--- src/rtl/uart_pkg.sv ---
// Shared types and helpers for the UART transmit path.
// CFG_DATA_WIDTH sets the default FIFO word width.
`ifndef CFG_DATA_WIDTH
`define CFG_DATA_WIDTH 9
`endif

package uart_pkg;

  localparam int MIN_DATA_BITS = 5;

  typedef enum logic [2:0] {
    IDLE,
    START,
    DATA,
    PARITY,
    STOP,
    BREAK
  } tx_state_e;

  typedef struct packed {
    logic [3:0] data_bits;
    logic       parity_en;
    logic       parity_odd;
    logic       stop2;
  } uart_frame_cfg_t;

  function automatic logic [3:0] clamp_data_bits(
    input logic [3:0] bits,
    input logic [3:0] max_bits
  );
    if (bits < 4'(MIN_DATA_BITS)) return 4'(MIN_DATA_BITS);
    if (bits > max_bits) return max_bits;
    return bits;
  endfunction

endpackage

--- src/rtl/uart_tx_engine_if.sv ---
// Show-ahead TX FIFO read port.
// master = consumer (pops), slave = FIFO.
interface uart_tx_engine_if #(
  parameter int DATA_WIDTH = `CFG_DATA_WIDTH
);
  logic                  tx_fifo_empty;
  logic [DATA_WIDTH-1:0] tx_fifo_data_out;
  logic                  tx_fifo_rd_req;

  modport master (
    input  tx_fifo_empty,
    input  tx_fifo_data_out,
    output tx_fifo_rd_req
  );

  modport slave (
    output tx_fifo_empty,
    output tx_fifo_data_out,
    input  tx_fifo_rd_req
  );
endinterface

--- src/rtl/uart_parity_gen.sv ---
// Parity over the low data_bits bits of a character.
// odd=1 inverts the XOR result.
module uart_parity_gen #(
  parameter int MAX_DATA_BITS = 9
) (
  input  logic [MAX_DATA_BITS-1:0] data,
  input  logic [3:0]               data_bits,
  input  logic                     odd,
  output logic                     parity
);

  always_comb begin
    parity = odd;
    for (int i = 0; i < MAX_DATA_BITS; i++) begin
      if (4'(i) < data_bits) parity = parity ^ data[i];
    end
  end

endmodule

--- src/rtl/uart_tx_engine.sv ---
// UART transmit engine with run-time frame format.
// Line break support is built when UART_TX_BREAK_EN is defined.
module uart_tx_engine
  import uart_pkg::*;
#(
  parameter int DATA_WIDTH    = `CFG_DATA_WIDTH,
  parameter int MAX_DATA_BITS = 9
) (
  input  logic       clk,
  input  logic       reset,
  input  logic       clken,
  input  logic       cts_n,
  input  logic [3:0] cfg_data_bits,
  input  logic       cfg_parity_en,
  input  logic       cfg_parity_odd,
  input  logic       cfg_stop2,
  input  logic       break_req,
  uart_tx_engine_if.master fifo,
  output logic       tx,
  output logic       tx_busy,
  output logic       tx_done
);

  localparam logic [3:0] MAXB = 4'(MAX_DATA_BITS);

  tx_state_e               state, state_n;
  logic [3:0]              bit_cnt, bit_cnt_n;
  logic [MAX_DATA_BITS-1:0] shreg, shreg_n;
  logic [MAX_DATA_BITS-1:0] data_q, data_n;
  uart_frame_cfg_t         cfg_q, cfg_n;
  logic                    tx_n;
  logic                    load;
  logic                    frame_end;
  logic                    idle_chk;
  logic                    parity;
  logic [3:0]              last_bit;
  logic [DATA_WIDTH-1:0]   word_full;
  logic [MAX_DATA_BITS-1:0] word;

  assign word_full = fifo.tx_fifo_data_out;
  assign word      = word_full[MAX_DATA_BITS-1:0];
  assign last_bit  = cfg_q.data_bits - 4'd1;

`ifndef UART_TX_BREAK_EN
  logic unused_break;
  assign unused_break = break_req;
`endif

  uart_parity_gen #(
    .MAX_DATA_BITS(MAX_DATA_BITS)
  ) u_parity (
    .data     (data_q),
    .data_bits(cfg_q.data_bits),
    .odd      (cfg_q.parity_odd),
    .parity   (parity)
  );

  always_ff @(posedge clk or posedge reset) begin
    if (reset) begin
      state   <= IDLE;
      bit_cnt <= '0;
      shreg   <= '0;
      data_q  <= '0;
      cfg_q   <= '0;
      tx      <= 1'b1;
      tx_done <= 1'b0;
    end else begin
      state   <= state_n;
      bit_cnt <= bit_cnt_n;
      shreg   <= shreg_n;
      data_q  <= data_n;
      cfg_q   <= cfg_n;
      tx      <= tx_n;
      tx_done <= frame_end;
    end
  end

  // tx_n is the level the line takes after this tick
  always_comb begin
    state_n   = state;
    bit_cnt_n = bit_cnt;
    shreg_n   = shreg;
    data_n    = data_q;
    cfg_n     = cfg_q;
    tx_n      = tx;
    load      = 1'b0;
    frame_end = 1'b0;
    idle_chk  = 1'b0;
    if (clken) begin
      unique case (state)
        IDLE: idle_chk = 1'b1;
        START: begin
          tx_n      = shreg[0];
          shreg_n   = shreg >> 1;
          bit_cnt_n = '0;
          state_n   = DATA;
        end
        DATA: begin
          if (bit_cnt == last_bit) begin
            bit_cnt_n = '0;
            if (cfg_q.parity_en) begin
              state_n = PARITY;
              tx_n    = parity;
            end else begin
              state_n = STOP;
              tx_n    = 1'b1;
            end
          end else begin
            bit_cnt_n = bit_cnt + 4'd1;
            tx_n      = shreg[0];
            shreg_n   = shreg >> 1;
          end
        end
        PARITY: begin
          state_n = STOP;
          tx_n    = 1'b1;
        end
        STOP: begin
          if (cfg_q.stop2 && bit_cnt == 4'd0) begin
            bit_cnt_n = 4'd1;
          end else begin
            frame_end = 1'b1;
            idle_chk  = 1'b1;
            state_n   = IDLE;
          end
        end
`ifdef UART_TX_BREAK_EN
        BREAK: begin
          if (!break_req) begin
            state_n = IDLE;
            tx_n    = 1'b1;
          end
        end
`endif
        default: begin
          state_n = IDLE;
          tx_n    = 1'b1;
        end
      endcase
      if (idle_chk) begin
`ifdef UART_TX_BREAK_EN
        if (break_req) begin
          state_n = BREAK;
          tx_n    = 1'b0;
        end else
`endif
        if (!fifo.tx_fifo_empty && !cts_n) begin
          load            = 1'b1;
          state_n         = START;
          tx_n            = 1'b0;
          bit_cnt_n       = '0;
          shreg_n         = word;
          data_n          = word;
          cfg_n.data_bits = clamp_data_bits(cfg_data_bits, MAXB);
          cfg_n.parity_en  = cfg_parity_en;
          cfg_n.parity_odd = cfg_parity_odd;
          cfg_n.stop2      = cfg_stop2;
        end
      end
    end
  end

  always_comb begin
    fifo.tx_fifo_rd_req = load && !reset;
    tx_busy             = (state != IDLE);
  end

endmodule

--- src/flat_wrapper.sv ---
// flat-port wrapper written by rule: the top's interface ports become plain ports
module uart_tx_engine_flat import uart_pkg::*;
#(
  parameter int DATA_WIDTH    = `CFG_DATA_WIDTH,
  parameter int MAX_DATA_BITS = 9
)
  (clk, reset, clken, cts_n, cfg_data_bits, cfg_parity_en, cfg_parity_odd, cfg_stop2, break_req, tx, tx_busy, tx_done, fifo_tx_fifo_empty, fifo_tx_fifo_data_out, fifo_tx_fifo_rd_req);
  uart_tx_engine_if #(.DATA_WIDTH(DATA_WIDTH)) fifo_i ();
  input  logic clk;
  input  logic reset;
  input  logic clken;
  input  logic cts_n;
  input  logic [3:0] cfg_data_bits;
  input  logic cfg_parity_en;
  input  logic cfg_parity_odd;
  input  logic cfg_stop2;
  input  logic break_req;
  output logic tx;
  output logic tx_busy;
  output logic tx_done;
  input wire logic [$bits(fifo_i.tx_fifo_empty)-1:0] fifo_tx_fifo_empty;
  input wire logic [$bits(fifo_i.tx_fifo_data_out)-1:0] fifo_tx_fifo_data_out;
  output wire logic [$bits(fifo_i.tx_fifo_rd_req)-1:0] fifo_tx_fifo_rd_req;
  assign fifo_i.tx_fifo_empty = fifo_tx_fifo_empty;
  assign fifo_i.tx_fifo_data_out = fifo_tx_fifo_data_out;
  assign fifo_tx_fifo_rd_req = fifo_i.tx_fifo_rd_req;
  uart_tx_engine #(.DATA_WIDTH(DATA_WIDTH), .MAX_DATA_BITS(MAX_DATA_BITS)) u_core (.clk(clk), .reset(reset), .clken(clken), .cts_n(cts_n), .cfg_data_bits(cfg_data_bits), .cfg_parity_en(cfg_parity_en), .cfg_parity_odd(cfg_parity_odd), .cfg_stop2(cfg_stop2), .break_req(break_req), .fifo(fifo_i), .tx(tx), .tx_busy(tx_busy), .tx_done(tx_done));
endmodule
--- config.mk ---
export PLATFORM = sky130hd
export DESIGN_NAME = uart_tx_engine_flat
export DESIGN_NICKNAME = d
export VERILOG_FILES = /design/src/rtl/uart_pkg.sv /design/src/rtl/uart_tx_engine_if.sv /design/src/rtl/uart_parity_gen.sv /design/src/rtl/uart_tx_engine.sv /design/src/flat_wrapper.sv
export SDC_FILE = /design/constraint.sdc
export NUM_CORES = 1
export LEC_CHECK = 0
export BUFFER_PORTS_ARGS = -buffer_cell sky130_fd_sc_hd__buf_2
export CORE_MARGIN = 3
export CORE_UTILIZATION = 52
export CTS_CLUSTER_SIZE = 20
export DETAILED_ROUTE_END_ITERATION = 12
export GPL_TIMING_DRIVEN = 0
export PLACE_DENSITY_LB_ADDON = 0.1
export SLEW_MARGIN = 15
export SYNTH_ARGS = -nofsm -noshare
export SYNTH_HDL_FRONTEND = slang
export SYNTH_SLANG_ARGS = --single-unit
--- constraint.sdc ---
create_clock -name clk -period 3 [get_ports clk]
set_clock_uncertainty 0.1 [all_clocks]
set_input_delay 0.6 -clock clk [delete_from_list [all_inputs] [get_ports clk]]
set_output_delay 0.6 -clock clk [all_outputs]
set_load 0.01 [all_outputs]
==> impl.org <==
** Final layout
- The repair_antennas step left the layout with diodes totalling 0.
- Summing all multi-input logic gate instances after layout gives 1054 sq um.
- Commonest non-fill, non-tap cells in the layout :: sky130_fd_sc_hd__nand2_1, sky130_fd_sc_hd__dfrtp_1, sky130_fd_sc_hd__buf_2
- Leaving out fill and tap cells, the most frequent cell in the layout is sky130_fd_sc_hd__nand2_1.
- The post-route netlist has 18.92% of its cells at a drive strength greater than 1.
- Fill cells in the final layout number 322.
- Registers take 854.6 sq um.
- The finished cells cover 2275 sq um.
- Final net count :: 286
- From synthesis to final layout, the design area changed by 15.28%.

** Run status
- The run finished with clean final reports.

** Worst setup path
- Traced cell by cell, the critical path runs through inv_1, ha_1, nor4bb_4, nand2_1, nand2_1, or3_4, nor2_1, buf_2.
- Signal arrival time at the worst endpoint :: 2.11 ns
- STA puts the critical path data required time at 2.30 ns.
- Slowest stage cell, crit path :: sky130_fd_sc_hd__or3_4
- By instance count, the cell type seen most on the critical path is sky130_fd_sc_hd__nand2_1.
- Critical path type :: reg2out
- Of all nets on the critical path, the largest fanout is 17.
- Kind of capture point of the worst setup path :: output port
- The worst setup path is launched from a register.
- In this design, the stage delay of the slowest critical-path cell is 0.50 ns.

** Route
- In the routed layout, each cell is associated on average with a via count of 5.413.
- Antenna Violating Nets Remaining :: 0
- For this block, the initial DRC count from the detailed router was 129.
- After detailed routing, the total wire length is 4.089 mm.
- For this run, the detailed router's first-pass iteration total came to 4.
- Summing over every cut layer, the via total after detailed routing is 1651.
- Number of design rule violations left after detail routing :: 0
- In the final routed layout, each cell accounts on average for 13.41 microns.

** Yosys
- Synth Area in Compound Gates :: 16.11%
- Number of storage elements in the synthesis netlist :: 34
- The cell count after synthesis came out at 229.
- Among all flip-flop cells after synthesis, the most frequent one is sky130_fd_sc_hd__dfrtp_1.
- Of the post-synthesis cell area, the part taken by muxes is 0%.
- Cell area after technology mapping :: 1973 sq um
- Post-Synthesis Net Count :: 257
- Ys async rst share :: 100.0%
- Number of enable flip-flop cells after synthesis :: 0
- After synthesis, the largest family of logic cells by area is simple AND/OR/NAND/NOR gates.
- Post-synthesis sequential area ratio :: 43.18%
- The number of different library cells used by synthesis comes to 43.
- Simple-gate share of the synthesized area :: 26.25%
- Number of synthesis warnings :: 0
- The synthesized netlist devotes 3.805% of its cell area to adder and majority cells.
- The synthesized design spends more area on one cell type than any other, namely sky130_fd_sc_hd__dfrtp_1.
- Post-synthesis share of cell area spent on xor and xnor gates :: 6.214%
- The top cell type by area accounts for 41.85% of the synthesized area.
- Cell types with the largest area share after synthesis :: sky130_fd_sc_hd__dfrtp_1, sky130_fd_sc_hd__nand2_1, sky130_fd_sc_hd__xnor2_1
- Avg Cell Area, Syn :: 8.616 sq um

** Floorplan
- Die H :: 67.60 microns
- After floorplanning, the core was sized to cover 3495 sq um.
- Die extent in x :: 67.60 microns
- The die covers 4570 sq um.
- Site row count :: 21
- In this run the count of I/O pins placed on the die edge is 26.
- Starting density of the core :: 56.46%

** Global routing
- Wire length of the first global-routing pass :: 7.286 mm
- Entering global routing, the biggest net connects 35 pins.
- In the global route stage, overall resource usage came out at 21.26%.
- Initial antenna violation count :: 0
- Summed over all layers, the global routing overflow is 0.
- Vias in the first global route :: 1643

** Placement
- The count of buffers added on input and output ports is 24.
- Setup Slack @ Placement :: 0.0002307 ns
- Once placement finished, the instance area stood at 2151 sq um.
- Final Wtd Congestion :: 0.8205
- The HPWL after detailed placement is 3.016 mm.

** Power and ir drop
- Leak pwr :: 0.001036 uW
- IR drop worst, VDD :: 0.4344 mV
- Power density normalized to cell area :: 981.1 nW/um^2
- The completed layout was analyzed and its total power is 2232 uW.

** Timing
- Tightest hold margin :: 0.3350 ns
- For this run, the top clock speed supported by timing is 0.3556 GHz.
- Final critical delay including setup and external delays :: 2.812 ns
- RSZ-0062 raised after global routing :: no
- Part of the cycle the worst path needs :: 93.73%
- In this run the tightest slew margin relative to its limit is 52.18%.
- Number of failing hold endpoints at the final stage :: 0
- Setup violations remaining at the end of the flow were counted as 0.
- Setup total negative slack on the finished layout was measured at 0 ns.
- The number of slew-limit violations in the final report was 0.
- Setup slack on the critical path of the routed design comes to 0.1881 ns.
- At the pin with the least slew margin, the transition time is 0.7162 ns.

** Clocking
- The cell sitting at the root of the clock tree is a sky130_fd_sc_hd__clkbuf_8.
- In this run, post-CTS hold repair placed 0 buffers.
- TritonCTS built the clock tree.
- H-tree levels :: 2
- Worst-case clock buffer depth :: 2
- Insertion delay of the later-clocked pin in the worst-skew pair :: 0.29 ns
- Clock-pin slew on the worst setup and hold paths :: 0.07 ns
- TritonCTS created 5 clock buffers.
- Counting every sink on the clock net gives 34.

** Flow run
- Number of violations of the max-capacitance limit :: 0

** Hold path
- Worst hold path type :: in2async
-- flip-flops by register name, indices dropped and copies added (netlist names) --
name / flops
u_core.shreg: 9
u_core.tx_done: 1
u_core.data_q: 9
u_core.state: 3
u_core.cfg_q: 7
u_core.tx: 1
u_core.bit_cnt: 4
-- Yosys cell counts (2+ instances only) --
| cell type | count |
|---|---|
| sky130_fd_sc_hd__clkbuf_1 | 6 |
| sky130_fd_sc_hd__or3_1 | 2 |
| sky130_fd_sc_hd__xnor2_1 | 11 |
| sky130_fd_sc_hd__nor3_2 | 3 |
| sky130_fd_sc_hd__inv_1 | 12 |
| sky130_fd_sc_hd__o31ai_1 | 4 |
| sky130_fd_sc_hd__buf_2 | 4 |
| sky130_fd_sc_hd__ha_1 | 6 |
| sky130_fd_sc_hd__o21ai_0 | 11 |
| sky130_fd_sc_hd__nor2_1 | 11 |
| sky130_fd_sc_hd__xor2_1 | 3 |
| sky130_fd_sc_hd__o22ai_1 | 2 |
| sky130_fd_sc_hd__nand3_1 | 9 |
| sky130_fd_sc_hd__nand2_1 | 54 |
| sky130_fd_sc_hd__a21oi_1 | 14 |
| sky130_fd_sc_hd__nor3_1 | 3 |
| sky130_fd_sc_hd__dfrtp_1 | 33 |
| sky130_fd_sc_hd__nand2b_1 | 14 |
| sky130_fd_sc_hd__o21ai_1 | 2 |
| sky130_fd_sc_hd__nor2b_1 | 2 |
-- layer usage --
layer  up-vias  GRT usage (%)  part of all wire [%]
li1        834              -                     -
met5         -              0                     0
met3         7          4.992                   3.8
met4         0          7.848                   1.9
met1       774          28.97                    48
met2        36          32.69                    46
-- path summary, 6_finish.rpt --
check	startpoint	to	slack, ns	depth (start not counted)
max	u_core.bit_cnt[0]	fifo_tx_fifo_rd_req	0.19	8
min	reset	u_core.data_q[6]	0.34	2
max reg2reg	u_core.bit_cnt[0]	u_core.shreg[4]	0.56	9
min reg2reg	u_core.data_q[8]	u_core.data_q[8]	0.39	2
max in group asynchronous	reset	u_core.bit_cnt[0]	1.97	2
min in group clk	u_core.data_q[8]	u_core.data_q[8]	0.39	2
-- stage by stage --
step / std cells / util, %
finish: 305 / 65.09
global placement: 299 / 61.55
global route: 305 / 65.09
detailed placement: 299 / 61.55
floorplan: 229 / -
CTS: 306 / 64.95
-- cell families (layout without fill, tap and decap cells) --
logic type	after synthesis	count (layout)
AO/OA/AOI/OAI	48	48
XOR/XNOR	14	14
adder cells (fa/ha/maj)	6	6
buffers and inverters	22	52
flip-flops	34	34
AND/OR/NAND/NOR	105	105
-- critical path, delay by kind of cell (launching register included) --
| family | cells | cell delay, ns |
|---|---|---|
| buffers and inverters | 2 | 0.20 |
| adder cells (fa/ha/maj) | 1 | 0.19 |
| flip-flops | 1 | 0.42 |
| AND/OR/NAND/NOR | 5 | 1.01 |
-- area by class of cell --
cell class	instances	area share (%)
Multi-Input combinational cell	173	46.31
Sequential cell	34	37.57
Timing Repair Buffer	24	5.281
Clock buffer	8	4.841
Tap cell	46	2.530
Inverter	12	1.980
Buffer	8	1.485
-- where the power goes --
group | internal (uW) | total [uW] | switching, uW
clock network | 232 | 397 | 165
registers | 646 | 800 | 154
logic | 467 | 1030 | 567
total | 1340 | 2230 | 887
-- what timing repair did --
| item | in CTS | in global routing |
|---|---|---|
| endpoints found under the hold margin | 0 | 0 |
| resized for setup | 3 | 2 |
| endpoints found under the setup margin | 1 | 1 |
| setup buffers | 0 | 0 |
No activity file was read; power rests on OpenSTA's default activity.
